==> src/rtl/serial_cla_subtractor.sv <==
// Multi-cycle WIDTH-bit subtractor: one 4-bit carry-lookahead slice per cycle, LSB first.
// Optional macro ADD_MODE_EN adds an in_op port selecting add (1) or subtract (0).
module serial_cla_subtractor #(
  parameter int WIDTH = 16
) (
  input  logic             clk,
  input  logic             rst,
  input  logic             in_valid,
  output logic             in_ready,
  input  logic [WIDTH-1:0] in_a,
  input  logic [WIDTH-1:0] in_b,
`ifdef ADD_MODE_EN
  input  logic             in_op,
`endif
  output logic             out_valid,
  input  logic             out_ready,
  output logic [WIDTH-1:0] out_diff,
  output logic             out_borrow,
  output logic             out_ovf,
  output logic             out_zero
);

  localparam int NSLICE = WIDTH / 4;
  localparam int CW     = (NSLICE > 1) ? $clog2(NSLICE) : 1;
  localparam int MSB    = WIDTH - 1;

  localparam logic [1:0] S_IDLE = 2'd0;
  localparam logic [1:0] S_CALC = 2'd1;
  localparam logic [1:0] S_DONE = 2'd2;

  // Handshake: a transfer happens on a rising edge where valid && ready;
  // in_ready is a pure function of state, so out_ready never reaches it combinationally.

  logic             op_add;
  logic [1:0]       state_q, state_d;
  logic [CW-1:0]    cnt_q, cnt_d;
  logic             carry_q, carry_d;
  logic             sub_q, sub_d;
  logic [WIDTH-1:0] a_q, a_d;
  logic [WIDTH-1:0] bx_q, bx_d;
  logic [WIDTH-1:0] diff_q, diff_d;
  logic             borrow_q, borrow_d;
  logic             ovf_q, ovf_d;
  logic             zero_q, zero_d;

`ifdef ADD_MODE_EN
  assign op_add = in_op;
`else
  assign op_add = 1'b0;
`endif

  logic [CW+1:0]    sh;
  logic [3:0]       x, y, p, g, s;
  logic [4:0]       c;
  logic [WIDTH-1:0] diff_new;

  // bx_q holds the operand actually added (b inverted for subtract).
  always_comb begin
    sh   = {cnt_q, 2'b00};
    x    = 4'(a_q >> sh);
    y    = 4'(bx_q >> sh);
    p    = x ^ y;
    g    = x & y;
    c[0] = carry_q;
    c[1] = g[0] | (p[0] & c[0]);
    c[2] = g[1] | (p[1] & g[0]) | (p[1] & p[0] & c[0]);
    c[3] = g[2] | (p[2] & g[1]) | (p[2] & p[1] & g[0]) | (p[2] & p[1] & p[0] & c[0]);
    c[4] = g[3] | (p[3] & g[2]) | (p[3] & p[2] & g[1]) | (p[3] & p[2] & p[1] & g[0])
         | (p[3] & p[2] & p[1] & p[0] & c[0]);
    s    = p ^ c[3:0];
    diff_new = (diff_q & ~(WIDTH'(4'hF) << sh)) | (WIDTH'(s) << sh);
  end

  always_comb begin
    state_d  = state_q;
    cnt_d    = cnt_q;
    carry_d  = carry_q;
    sub_d    = sub_q;
    a_d      = a_q;
    bx_d     = bx_q;
    diff_d   = diff_q;
    borrow_d = borrow_q;
    ovf_d    = ovf_q;
    zero_d   = zero_q;
    case (state_q)
      S_IDLE: begin
        if (in_valid) begin
          a_d     = in_a;
          bx_d    = op_add ? in_b : ~in_b;
          carry_d = ~op_add;
          sub_d   = ~op_add;
          cnt_d   = '0;
          state_d = S_CALC;
        end
      end
      S_CALC: begin
        diff_d  = diff_new;
        carry_d = c[4];
        if (cnt_q == CW'(NSLICE - 1)) begin
          state_d  = S_DONE;
          borrow_d = sub_q ? ~c[4] : c[4];
          // Comparing a with the effective addend covers both add and subtract overflow.
          ovf_d    = (a_q[MSB] == bx_q[MSB]) && (diff_new[MSB] != a_q[MSB]);
          zero_d   = (diff_new == '0);
        end else begin
          cnt_d = cnt_q + CW'(1);
        end
      end
      S_DONE: begin
        if (out_ready) state_d = S_IDLE;
      end
      default: state_d = S_IDLE;
    endcase
  end

  always_ff @(posedge clk) begin
    if (rst) begin
      state_q  <= S_IDLE;
      cnt_q    <= '0;
      carry_q  <= 1'b0;
      sub_q    <= 1'b0;
      a_q      <= '0;
      bx_q     <= '0;
      diff_q   <= '0;
      borrow_q <= 1'b0;
      ovf_q    <= 1'b0;
      zero_q   <= 1'b0;
    end else begin
      state_q  <= state_d;
      cnt_q    <= cnt_d;
      carry_q  <= carry_d;
      sub_q    <= sub_d;
      a_q      <= a_d;
      bx_q     <= bx_d;
      diff_q   <= diff_d;
      borrow_q <= borrow_d;
      ovf_q    <= ovf_d;
      zero_q   <= zero_d;
    end
  end

  assign in_ready   = (state_q == S_IDLE);
  assign out_valid  = (state_q == S_DONE);
  assign out_diff   = diff_q;
  assign out_borrow = borrow_q;
  assign out_ovf    = ovf_q;
  assign out_zero   = zero_q;

endmodule
==> config.mk <==
export PLATFORM = sky130hd
export DESIGN_NAME = serial_cla_subtractor
export DESIGN_NICKNAME = d
export VERILOG_FILES = /design/src/rtl/serial_cla_subtractor.sv
export SDC_FILE = /design/constraint.sdc
export NUM_CORES = 1
export LEC_CHECK = 0
export CAP_MARGIN = 20
export CORE_MARGIN = 3
export CORE_UTILIZATION = 50
export DETAILED_ROUTE_END_ITERATION = 8
export GPL_TIMING_DRIVEN = 0
export HOLD_SLACK_MARGIN = 0.15
export PLACE_DENSITY = 0.8
export RECOVER_POWER = 50
export SYNTH_ARGS = -nofsm -noshare
export SYNTH_HDL_FRONTEND = slang
export SYNTH_SLANG_ARGS = --single-unit
==> constraint.sdc <==
create_clock -name clk -period 3.4 [get_ports clk]
set_clock_uncertainty 0.1 [all_clocks]
set_input_delay 0.68 -clock clk [delete_from_list [all_inputs] [get_ports clk]]
set_output_delay 0.68 -clock clk [all_outputs]
set_load 0.005 [all_outputs]
# Word level (Yosys, flattened, before mapping)
# Index checks and enable logic that the tools add are counted.
# classes
reduce_logical	9
n_shift	4
div_mod_pow	0
order_cmp	0
multipliers	0
n_eq_ne	9
bitwise_logic	34
n_addsub	1
muxes	10
# op_table
cell	n
inverter 16 bit	2
>> shifter 16 x 4 -> 4 bit	2
AND 1 bit	16
AND 16 bit	1
zero test 16 bit	1
OR 16 bit	1
<< shifter 4 x 4 -> 16 bit	1
<< shifter 4 x 4 -> 16 bit (first input constant)	1
2-to-1 mux 2 bit	5
OR 1 bit	10
XOR 4 bit	2
!= test 2 bit (second input constant)	3
one-hot mux 2 bit (3 select lines)	1
AND reduction 2 bit	3
AND reduction 3 bit	2
AND 4 bit	1
== test 2 bit (second input constant)	2
one-hot mux 2 bit (2 select lines)	1
adder 2 x 1 -> 2 bit (second input constant)	1
== test 2 x 1 -> 1 bit (second input constant)	1
zero test 2 bit	1
2-to-1 mux 1 bit	2
!= test 2 x 1 -> 1 bit (second input constant)	1
one-hot mux 1 bit (2 select lines)	1
5 further kinds	5
# totals
rom_bits	0
ram_bits	0
n_memories	0
latchBits	0
in_bits	36
ff_bits	57
output_inout_bits	21
elab_cells	77

# Longest topological paths before layout
# Gate-level depths: netlist of run 1.
# logic_depth
ltp_word	11
ltp_mapped	9
depth_no_buf	7

# Least setup slack after synthesis of run 1
# No wires, ideal clock.
# synth_timing
path_kind	register to register
from	register cnt_q[0]
to	register ovf_q (netlist: out_ovf)
required_ns	3.180
synth_period_minus_slack_ns	2.696
setup_time_ns	0.120
path_buffers	2
arrival_ns	2.477
slack_ns	0.704
stages_incl_launch_ff	10
path_cell_list	dfxtp_1 buf_2 clkbuf_8 mux4_2 ha_1 a41oi_1 o21ai_2 xor2_2 nor4b_2 o31a_1
# synth_between
elab_chain_cells	11
elab_cells_between_ends	22
classes_between	eq/ne (2); shift (4); bitwise (14); reduce/logical (2)
# synth_lines
element	line_no	text
start, declared	36	logic [CW-1:0] cnt_q, cnt_d;
start signal, assigned	130	cnt_q <= cnt_d;
>> shifter 16 x 4 -> 4 bit (on tied branches)	60, 61	
XOR 4 bit or AND 4 bit (tied branches)	62, 63	
AND 1 bit	67	c[3] = g[2] | (p[2] & g[1]) | (p[2] & p[1] & g[0]) | (p[2] & p[1] & p[0] & c[0]);
OR 1 bit or AND 1 bit (tied branches) (2 in a row)	67	
OR 1 bit	67	
XOR 4 bit	70	s = p ^ c[3:0];
<< shifter 4 x 4 -> 16 bit	71	diff_new = (diff_q & ~(WIDTH'(4'hF) << sh)) | (WIDTH'(s) << sh);
OR 16 bit	71	
!= test 1 bit	103	ovf_d = (a_q[MSB] == bx_q[MSB]) && (diff_new[MSB] != a_q[MSB]);
logical AND 1 bit	103	
end signal, assigned	137	ovf_q <= ovf_d;
end, declared	43	logic ovf_q, ovf_d;
# Parallel ways exist; a longest one is shown, timed or not.
# A chain may end at the register's enable or synchronous reset.

# Final worst setup path of run 1
# layout_timing
from	register cnt_q[1]
to	register zero_q (netlist: out_zero)
# layout_between
elab_chain_cells	10
elab_cells_between_ends	28
classes_between	eq/ne (1); shift (4); bitwise (21); reduce/logical (2)
# layout_lines
element	line_no	text
>> shifter 16 x 4 -> 4 bit (on tied branches)	60, 61	
XOR 4 bit or AND 4 bit (tied branches)	62, 63	
AND 1 bit	67	
OR 1 bit or AND 1 bit (tied branches) (2 in a row)	67	
OR 1 bit	67	
XOR 4 bit	70	
<< shifter 4 x 4 -> 16 bit	71	
OR 16 bit	71	
zero test 16 bit	104	zero_d = (diff_new == '0);
end signal, assigned	138	zero_q <= zero_d;
end, declared	44	logic zero_q, zero_d;
# Parallel ways exist; a longest one is shown, timed or not.

==> results.py, run 1 <==
metrics = {
    "outcome": {
        "outcome": "finished clean",
    },
    "clock_network": {
        "clockRootBuffer": "sky130_fd_sc_hd__clkbuf_8",
        "clock_sinks": 57,
        "postCtsHoldBufs": 0,
        "worstSkewPairLatency_ns": 0.33,
        "cts_made_buffers": 9,
        "tritoncts": "yes",
        "cts.repair_timing.setup_buffer_count": 0,
        "ctsHtreeMaxLevel": 3,
        "ctsResizeCount": 0,
        "path_clk_slew_ns": 0.06,
        "cts.path.max_buffers": 2,
    },
    "sta": {
        "endpoints_failing_setup": 0,
        "totalNegativeSetupSlack_ns": 0,
        "drv_slew": 0,
        "fmax_mhz": 315,
        "hold_viol_final": 0,
        "setup_slack_ns": 0.223,
        "final_period_minus_worst_setup_slack_ns": 3.18,
        "slew_headroom_pct": 60.8,
        "rsz_0062_raised_after_global_routing": "false",
        "finalCritPeriodShare_pct": 93.4,
        "worst_tran_pin_value_ns": 0.589,
    },
    "die": {
        "rows": 25,
        "coreArea_sq_mm": 0.00479,
        "fp.dieArea_sq_mm": 0.00592,
        "floorplan.die.height_um": 77.0,
        "io_pins": 57,
        "die_width_um": 77.0,
        "initial_core_util_pct": 52.6,
    },
    "critical_path": {
        "crit_type": "reg2reg",
        "cp_slowest_cell": "sky130_fd_sc_hd__clkbuf_1",
        "worst-endpoint-required_ns": 3.54,
        "worst-endpoint-arrival_ns": 3.32,
        "largest_fanout_on_the_critical_path": 10,
        "largest_delay_share_family_worst_path": "compound AO/OA/AOI/OAI gates",
        "timing.critical_path.to_type": "flip-flop",
        "worstPathBufferInverterCount": 2,
        "crit_chain": "clkbuf_2 > clkbuf_1 > mux4_2 > fa_1 > xor2_1 > a2111oi_0 > nand3b_1 > o31ai_1",
        "startpoint_type": "flip-flop",
        "crit_path_max_incr_delay_ns": 0.47,
    },
    "routing": {
        "dr_total_vias": 2230,
        "postRouteWirelength_um": 5950,
        "vias_per_cell": 5.44,
        "drc": 0,
        "firstDrtPassIters": 4,
        "wl_per_cell_um": 14.5,
        "final_antenna_net_count": 0,
        "1st_iter_drt_viols": 168,
    },
    "synth": {
        "post-synth-top-count-cell": "sky130_fd_sc_hd__dfxtp_1",
        "netlist_top_cells_area": "sky130_fd_sc_hd__dfxtp_1 45%, sky130_fd_sc_hd__mux4_2 7.2%, sky130_fd_sc_hd__nor2_1 6.9%",
        "synth_edf_count": 0,
        "synthesis.area_sq_mm": 0.00252,
        "netlist.area_leader.share_pct": 45.3,
        "postSynth.asyncResetShare_pct": 0,
        "ys_warn_count": 0,
        "area_leader_netlist": "sky130_fd_sc_hd__dfxtp_1",
        "flops_latches_synth": 57,
        "postSynth.topFlopCell": "sky130_fd_sc_hd__dfxtp_1",
        "post_synth_inst_count": 273,
        "synth.lib_cells_used.distinct": 40,
        "synth_fp_nets": 319,
        "synth.top_cells.by_count": "57 x sky130_fd_sc_hd__dfxtp_1, 46 x sky130_fd_sc_hd__nor2_1, 39 x sky130_fd_sc_hd__nand2_1",
        "synth_seq_area_share_pct": 45.3,
        "post_synth.cell_area_avg_sq_um": 9.22,
    },
    "pwr": {
        "power_frac_seq_pct": 47.6,
        "clkPwrFrac_pct": 35.0,
        "power.share.switching_pct": 26.4,
        "leakagePower_nw": 1.27,
        "intPower_w": 0.00113,
        "vdd_ir_drop_max_mv": 0.246,
        "power_switching_w": 0.000406,
        "pwr_density_cell_mw_per_mm2": 464,
        "pwr-share-comb_pct": 17.4,
    },
    "global_routing": {
        "antenna_found_initial": 0,
        "grt_first_pass_wirelength_um": 10200,
        "globalRoute.totalOverflow": 0,
        "grt_max_degree": 11,
        "aggregate_global_route_resource_usage_pct": 21.7,
        "via_count_of_the_first_global_routing_pass": 2270,
    },
    "cells_and_area": {
        "layout.filler_cells": 383,
        "final_layout_size_suffix_gt1_share_pct": 9.33,
        "post-route-cell-area_sq_mm": 0.00332,
        "fin_nets": 386,
        "post-route-util_pct": 69.3,
        "antenna_cells": 0,
        "area_grow_syn2layout_pct": 31.8,
    },
    "placed_design": {
        "post_dp_cell_area_sq_mm": 0.00316,
        "port_buffers": 56,
        "dp_hpwl_um": 4440,
        "place_congestion": 0.813,
        "post-place-ws_ns": 0.282,
    },
    "hold_path": {
        "worst_hold_path_type": "reg2reg",
    },
    "run": {
        "drv_cap": 0,
    },
}
worst register-to-register path, stage by stage (launching register included):
cell	delay [ns]
sky130_fd_sc_hd__dfxtp_1	0.35
sky130_fd_sc_hd__clkbuf_2	0.20
sky130_fd_sc_hd__clkbuf_1	0.47
sky130_fd_sc_hd__mux4_2	0.47
sky130_fd_sc_hd__fa_1	0.42
sky130_fd_sc_hd__xor2_1	0.25
sky130_fd_sc_hd__a2111oi_0	0.46
sky130_fd_sc_hd__nand3b_1	0.14
sky130_fd_sc_hd__o31ai_1	0.22
cells by family (layout without fill, tap and decap cells):
| kind of cell | count (synthesis) | in the layout | synth area share (%) |
|---|---|---|---|
| buf+inv | 24 | 94 | 4.97 |
| compound gates | 67 | 67 | 18.2 |
| fa+ha+maj | 10 | 10 | 5.27 |
| simple gates | 104 | 104 | 17.7 |
| flops | 57 | 57 | 45.3 |
| xor+xnor | 3 | 3 | 1.34 |
| mux | 8 | 8 | 7.16 |
final timing paths:
path / start / end / slack (ns) / depth (start not counted)
max: cnt_q[1] / out_zero / 0.22 / 8
min: a_q[11] / a_q[11] / 0.35 / 2
max reg2reg: cnt_q[1] / out_zero / 0.22 / 8
min reg2reg: a_q[11] / a_q[11] / 0.35 / 2
registers in the layout, summed over array words and instances, names as in the netlist:
register    count
a_q            16
bx_q           16
carry_q         1
cnt_q           2
out_borrow      1
out_diff       16
out_ovf         1
out_zero        1
state_q         2
sub_q           1
cell type report:
| cell class | count | area [sq um] | share of cell area [%] |
|---|---|---|---|
| clock buffer | 14 | 163 | 4.90 |
| inverter | 5 | 18.8 | 0.566 |
| tap | 67 | 83.8 | 2.53 |
| buffer | 19 | 98.8 | 2.98 |
| multi-input combinational | 192 | 1250 | 37.7 |
| timing repair buffer | 56 | 561 | 16.9 |
| sequential | 57 | 1140 | 34.4 |
placed cells by master, fill, tap and decap left out, types with 12 or more instances in the layout:
cell	synthesis	final
sky130_fd_sc_hd__a211oi_1	17	17
sky130_fd_sc_hd__clkbuf_1	7	14
sky130_fd_sc_hd__clkdlybuf4s50_1	0	47
sky130_fd_sc_hd__nor2_1	46	46
sky130_fd_sc_hd__clkbuf_8	1	12
sky130_fd_sc_hd__a22oi_1	16	16
sky130_fd_sc_hd__nand2_1	39	39
sky130_fd_sc_hd__dfxtp_1	57	57
sky130_fd_sc_hd__a21oi_1	23	23
layer usage:
layer	global-route usage (%)	wire length (um)	vias to the layer above
li1	-	-	1099
met1	25.9	2630	1038
met2	35.7	2860	81
met3	4.46	313	12
met4	13.4	145	0
met5	0	0	-
power groups by stage:
stage / Sequential [W] / Clock [W] / Combinational (W)
6_report: 0.000732 / 0.000538 / 0.000268
5_1_grt: 0.000736 / 0.000572 / 0.000293
4_1_cts: 0.000731 / 0.000541 / 0.000269
3_5_place_dp: 0.000746 / 0 / 0.000268
3_3_place_gp: 0.000744 / 0 / 0.000261
2_1_floorplan: 0.000740 / 0 / 0.000165
metrics by stage:
| step | hold slack (ns) | total power [W] | std cells |
|---|---|---|---|
| 6_report | 0.353 | 0.00154 | 410 |
| 2_1_floorplan | 0.333 | 0.000905 | 273 |
| 4_1_cts | 0.354 | 0.00154 | 410 |
| 3_5_place_dp | 0.346 | 0.00101 | 396 |
| 3_3_place_gp | 0.341 | 0.00101 | 396 |
| 5_1_grt | 0.369 | 0.00160 | 410 |
(Power assumes the default switching activity.)
==> run 2: changes to the inputs <==
- CORE_UTILIZATION: 50 -> 52
- CTS_BUF_LIST: default -> sky130_fd_sc_hd__clkbuf_8
- PLACE_DENSITY: 0.8 -> 0.82
- SLEW_MARGIN: default -> 20
- clock period: 3.4 -> 3.2 ns (I/O delays scaled with it)
==> results.py, run 2 (synthesized netlist as in run 1, its figures left out) <==
metrics = {
    "outcome": {
        "outcome": "finished clean",
    },
    "critical_path": {
        "timing.critical_path.to_type": "flip-flop",
        "worst-endpoint-required_ns": 3.35,
        "timing.rr.start": "cnt_q[0]",
        "cp-startpoint": "cnt_q[0]",
        "worst-endpoint-arrival_ns": 3.11,
        "crit_type": "reg2reg",
        "largest_fanout_on_the_critical_path": 10,
        "startpoint_type": "flip-flop",
        "cp_slowest_cell": "sky130_fd_sc_hd__mux4_2",
        "crit_path_max_incr_delay_ns": 0.58,
        "reg2reg_depth": 8,
        "crit_chain": "buf_2 > clkbuf_8 > mux4_2 > fa_1 > xor2_1 > a2111oi_1 > nand3b_1 > o31ai_1",
        "r2r-end": "out_zero",
        "r2r_slack_ns": 0.24,
    },
    "die": {
        "rows": 24,
        "coreArea_sq_mm": 0.00450,
        "initial_core_util_pct": 55.9,
        "fp.dieArea_sq_mm": 0.00571,
        "io_pins": 57,
        "floorplan.die.height_um": 75.6,
        "die_width_um": 75.6,
    },
    "routing": {
        "1st_iter_drt_viols": 127,
        "final_antenna_net_count": 0,
        "vias_per_cell": 5.64,
        "firstDrtPassIters": 4,
        "postRouteWirelength_um": 5900,
        "wl_per_cell_um": 14.9,
        "drc": 0,
        "dr_total_vias": 2233,
    },
    "sta": {
        "hold_viol_final": 0,
        "worst_tran_pin_value_ns": 0.535,
        "drv_slew": 0,
        "finalCritPeriodShare_pct": 92.6,
        "slew_headroom_pct": 64.1,
        "totalNegativeSetupSlack_ns": 0,
        "rsz_0062_raised_after_global_routing": "false",
        "fmax_mhz": 337,
        "final_period_minus_worst_setup_slack_ns": 2.96,
        "endpoints_failing_setup": 0,
    },
    "global_routing": {
        "via_count_of_the_first_global_routing_pass": 2227,
        "globalRoute.totalOverflow": 0,
        "aggregate_global_route_resource_usage_pct": 23.4,
        "grt_max_degree": 11,
        "antenna_found_initial": 0,
        "grt_first_pass_wirelength_um": 10000,
    },
    "clock_network": {
        "cts_made_buffers": 9,
        "cts.path.max_buffers": 2,
        "ctsHtreeMaxLevel": 3,
        "worstSkewPairLatency_ns": 0.34,
        "clock_sinks": 57,
        "tritoncts": "yes",
        "cts.repair_timing.setup_buffer_count": 0,
        "path_clk_slew_ns": 0.06,
        "clockRootBuffer": "sky130_fd_sc_hd__clkbuf_8",
    },
    "pwr": {
        "power_switching_w": 0.000440,
        "pwr-share-comb_pct": 16.3,
        "pwr_density_cell_mw_per_mm2": 526,
        "power.share.switching_pct": 24.9,
        "clkPwrFrac_pct": 39.7,
        "power_frac_seq_pct": 44.0,
        "leakagePower_nw": 1.28,
        "vdd_ir_drop_max_mv": 0.385,
        "intPower_w": 0.00133,
        "fin_total_pwr_w": 0.00177,
    },
    "hold_path": {
        "worst_hold_path_type": "reg2reg",
        "worstHoldEndpoint": "a_q[2]",
        "hold_depth": 2,
        "min_from": "a_q[2]",
    },
    "cells_and_area": {
        "finish.cell_count_without_fillers": 396,
        "area_grow_syn2layout_pct": 33.5,
        "layout_commonest_cell": "sky130_fd_sc_hd__dfxtp_1",
        "commonest_cells_after_routing_fill_and_taps_aside": "57 x sky130_fd_sc_hd__dfxtp_1, 52 x sky130_fd_sc_hd__clkdlybuf4s50_1, 46 x sky130_fd_sc_hd__nor2_1",
        "antenna_cells": 0,
        "final_layout_size_suffix_gt1_share_pct": 10.5,
        "fin_nets": 386,
    },
    "run": {
        "drv_cap": 0,
    },
    "placed_design": {
        "port_buffers": 56,
        "dp_cells": 381,
        "dp_hpwl_um": 4430,
        "place_congestion": 0.796,
    },
}
run 2: cell count changes in the layout (fill, tap and decap cells not counted), sizes merged:
cell,previous run,this run
clkdlybuf4s50,47,52
clkinv,0,1
dlygate4sd3,9,4
bufinv,0,1
buf,6,5
run 2: worst max-delay path by stage:
stage / to / slack [ns]
after floorplan: out_ovf / 0.50
after global placement: out_ovf / 0.14
after detailed placement: out_ovf / 0.08
after CTS: out_ovf / 0.05
after global routing: out_ovf / 0.04
final: out_zero / 0.24
run 2: critical path, delay by kind of cell (launching register included):
family	cells	cell delay, ns
AO/OA/AOI/OAI	2	0.61
multiplexers	1	0.58
buffers and inverters	2	0.43
adder cells (fa/ha/maj)	1	0.43
flip-flops	1	0.36
XOR/XNOR	1	0.25
AND/OR/NAND/NOR	1	0.13
run 2: metal layers:
layer	share of wire (%)	wire (um)	vias to the layer above	track usage, %
li1	-	-	1102	-
met1	42	2490	1040	26.8
met2	49	2890	79	39.9
met3	6.7	397	12	8.18
met4	2.1	125	0	9.51
met5	0	0	-	0
run 2: per-stage QoR:
| stage | worst slack [ns] | utilization [%] | area (sq um) | hold slack, ns |
|---|---|---|---|---|
| 2_1_floorplan | 0.504 | - | 2520 | 0.333 |
| 3_3_place_gp | 0.138 | 69.8 | 3140 | 0.341 |
| 3_5_place_dp | 0.0835 | 69.8 | 3140 | 0.347 |
| 4_1_cts | 0.0516 | 74.5 | 3360 | 0.355 |
| 5_1_grt | 0.0386 | 74.6 | 3360 | 0.371 |
| 6_report | 0.235 | 74.6 | 3360 | 0.351 |
run 2: power groups by stage:
stage	Sequential [W]	Clock [W]	Combinational [W]
after floorplan	0.000786	0	0.000175
after global placement	0.000791	0	0.000278
after detailed placement	0.000792	0	0.000283
after CTS	0.000777	0.000707	0.000286
after global routing	0.000782	0.000737	0.000319
final	0.000778	0.000703	0.000288
run 2: what timing repair did:
action / in CTS / in global routing
endpoints found under the setup margin: 0 / 6
hold endpoints to repair: 0 / 0
resized for setup: 0 / 4
hold buffers: 0 / 0
run 2: cell type report:
type                    count  area, sq um
clock inverters             2         35.0
well taps                  52         65.1
inverters                   5         18.8
plain buffers              19         98.8
fillers                   356         1140
repair buffers             56          561
clock buffers              13          179
flip-flops and latches     57         1140
multi-input cells         192         1260
==> run 3: changes to the inputs <==
- CORE_UTILIZATION: 52 -> 50
- CTS_BUF_LIST: sky130_fd_sc_hd__clkbuf_8 -> sky130_fd_sc_hd__clkbuf_16
- PLACE_DENSITY: 0.82 -> 0.8
- TNS_END_PERCENT: default -> 50
==> results.py, run 3 (synthesized netlist as in run 1, its figures left out) <==
metrics = {
    "cells_and_area": {
        "fin_nets": 386,
        "commonest_cells_after_routing_fill_and_taps_aside": "57 x sky130_fd_sc_hd__dfxtp_1, 46 x sky130_fd_sc_hd__nor2_1, 44 x sky130_fd_sc_hd__clkdlybuf4s50_1",
        "final_layout_size_suffix_gt1_share_pct": 8.75,
        "layout_commonest_cell": "sky130_fd_sc_hd__dfxtp_1",
        "antenna_cells": 0,
        "post-route-util_pct": 71.1,
        "area_grow_syn2layout_pct": 35.1,
        "finish.cell_count_without_fillers": 410,
        "post-route-cell-area_sq_mm": 0.00340,
    },
    "die": {
        "io_pins": 57,
        "rows": 25,
        "coreArea_sq_mm": 0.00479,
        "floorplan.die.height_um": 77.0,
        "initial_core_util_pct": 52.6,
        "die_width_um": 77.0,
        "fp.dieArea_sq_mm": 0.00592,
    },
    "clock_network": {
        "path_clk_slew_ns": 0.05,
        "ctsHtreeMaxLevel": 3,
        "clockRootBuffer": "sky130_fd_sc_hd__clkbuf_16",
        "clock_sinks": 57,
        "tritoncts": "yes",
        "worstSkewPairLatency_ns": 0.32,
        "cts.path.max_buffers": 2,
        "cts_made_buffers": 9,
        "cts.repair_timing.setup_buffer_count": 0,
    },
    "routing": {
        "firstDrtPassIters": 4,
        "wl_per_cell_um": 15.2,
        "drc": 0,
        "detailroute.wirelength.met2_um": 3090,
        "1st_iter_drt_viols": 175,
        "topRoutingLayerUsed": "met4",
        "dr_total_vias": 2235,
        "vias_per_cell": 5.45,
        "detailroute.wirelength.met3_um": 251,
        "final_antenna_net_count": 0,
        "wl_met1_um": 2770,
        "postRouteWirelength_um": 6240,
    },
    "placed_design": {
        "dp_cells": 396,
        "place_congestion": 0.813,
        "post_dp_cell_area_sq_mm": 0.00316,
        "port_buffers": 56,
        "dp_hpwl_um": 4440,
    },
    "critical_path": {
        "crit_type": "reg2reg",
        "startpoint_type": "flip-flop",
        "largest_fanout_on_the_critical_path": 10,
        "worst-endpoint-required_ns": 3.33,
        "worst-endpoint-arrival_ns": 3.14,
        "timing.critical_path.to_type": "flip-flop",
    },
    "outcome": {
        "outcome": "finished clean",
    },
    "sta": {
        "final_period_minus_worst_setup_slack_ns": 3.01,
        "hold_viol_final": 0,
        "hold_slack_ns": 0.354,
        "slew_headroom_pct": 65.0,
        "rsz_0062_raised_after_global_routing": "false",
        "fmax_mhz": 332,
        "totalNegativeSetupSlack_ns": 0,
        "worst_tran_pin_value_ns": 0.521,
        "finalCritPeriodShare_pct": 94.2,
        "endpoints_failing_setup": 0,
        "drv_slew": 0,
    },
    "pwr": {
        "leakagePower_nw": 1.33,
        "vdd_ir_drop_max_mv": 0.371,
        "pwr_density_cell_mw_per_mm2": 545,
    },
    "hold_path": {
        "worst_hold_path_type": "reg2reg",
    },
    "global_routing": {
        "aggregate_global_route_resource_usage_pct": 22.6,
        "via_count_of_the_first_global_routing_pass": 2321,
        "antenna_found_initial": 0,
        "grt_first_pass_wirelength_um": 10600,
        "globalRoute.totalOverflow": 0,
        "grt_max_degree": 11,
    },
    "run": {
        "drv_cap": 0,
    },
}
[run 3: cell count changes in the layout (fill, tap and decap cells not counted), moves of 2 or more]
cell / before / now
sky130_fd_sc_hd__clkbuf_8: 14 / 1
sky130_fd_sc_hd__clkbuf_16: 0 / 9
sky130_fd_sc_hd__clkdlybuf4s50_1: 52 / 44
sky130_fd_sc_hd__dlygate4sd3_1: 4 / 12
sky130_fd_sc_hd__inv_1: 5 / 8
sky130_fd_sc_hd__clkinv_1: 0 / 2
[run 3: what timing repair did]
item,in CTS,in global routing
endpoints found under the hold margin,0,0
hold buffers,0,0
gates resized for setup,0,2
setup endpoints to repair,0,5
[run 3: worst paths after layout]
kind / start / to / slack (ns) / cells after the start
setup / recovery: cnt_q[0] / out_zero / 0.19 / 8
hold / removal: a_q[11] / a_q[11] / 0.35 / 2
setup reg to reg: cnt_q[0] / out_zero / 0.19 / 8
hold reg to reg: a_q[11] / a_q[11] / 0.35 / 2
[run 3: report_power, final]
part	switching [W]	internal (W)
Clock	0.000289	0.000497
Combinational	0.000150	0.000135
Sequential	0.0000264	0.000754
[run 3: layout make-up]
type | instances | area [sq um]
Clock buffer | 9 | 225
Clock inverter | 5 | 18.8
Fill cell | 375 | 1390
Sequential cell | 57 | 1140
Multi-Input combinational cell | 192 | 1250
Buffer | 19 | 101
Tap cell | 67 | 83.8
Timing Repair Buffer | 56 | 561
Inverter | 5 | 18.8
[run 3: worst max-delay path, cell delays in order, from the launching register on]
cell and delay [ns]:
sky130_fd_sc_hd__dfxtp_1 0.36, sky130_fd_sc_hd__buf_2 0.21, sky130_fd_sc_hd__clkbuf_8 0.22, sky130_fd_sc_hd__mux4_2 0.58, sky130_fd_sc_hd__fa_1 0.42, sky130_fd_sc_hd__xor2_1 0.24, sky130_fd_sc_hd__a2111oi_0 0.43, sky130_fd_sc_hd__nand3b_1 0.14
sky130_fd_sc_hd__o31ai_1 0.21
[run 3: layer usage]
metal | vias to the layer above | GRT usage (%)
met5 | - | 0
met1 | 1060 | 26.0
met4 | 0 | 15.2
met3 | 15 | 5.52
li1 | 1099 | -
met2 | 61 | 36.9
[run 3: metrics by stage]
stage | setup WS (ns) | total power [W]
after detailed placement | 0.0824 | 0.00108
after floorplan | 0.504 | 0.000962
after global placement | 0.119 | 0.00107
after global routing | 0.0103 | 0.00192
after CTS | 0.0398 | 0.00186
final | 0.187 | 0.00185
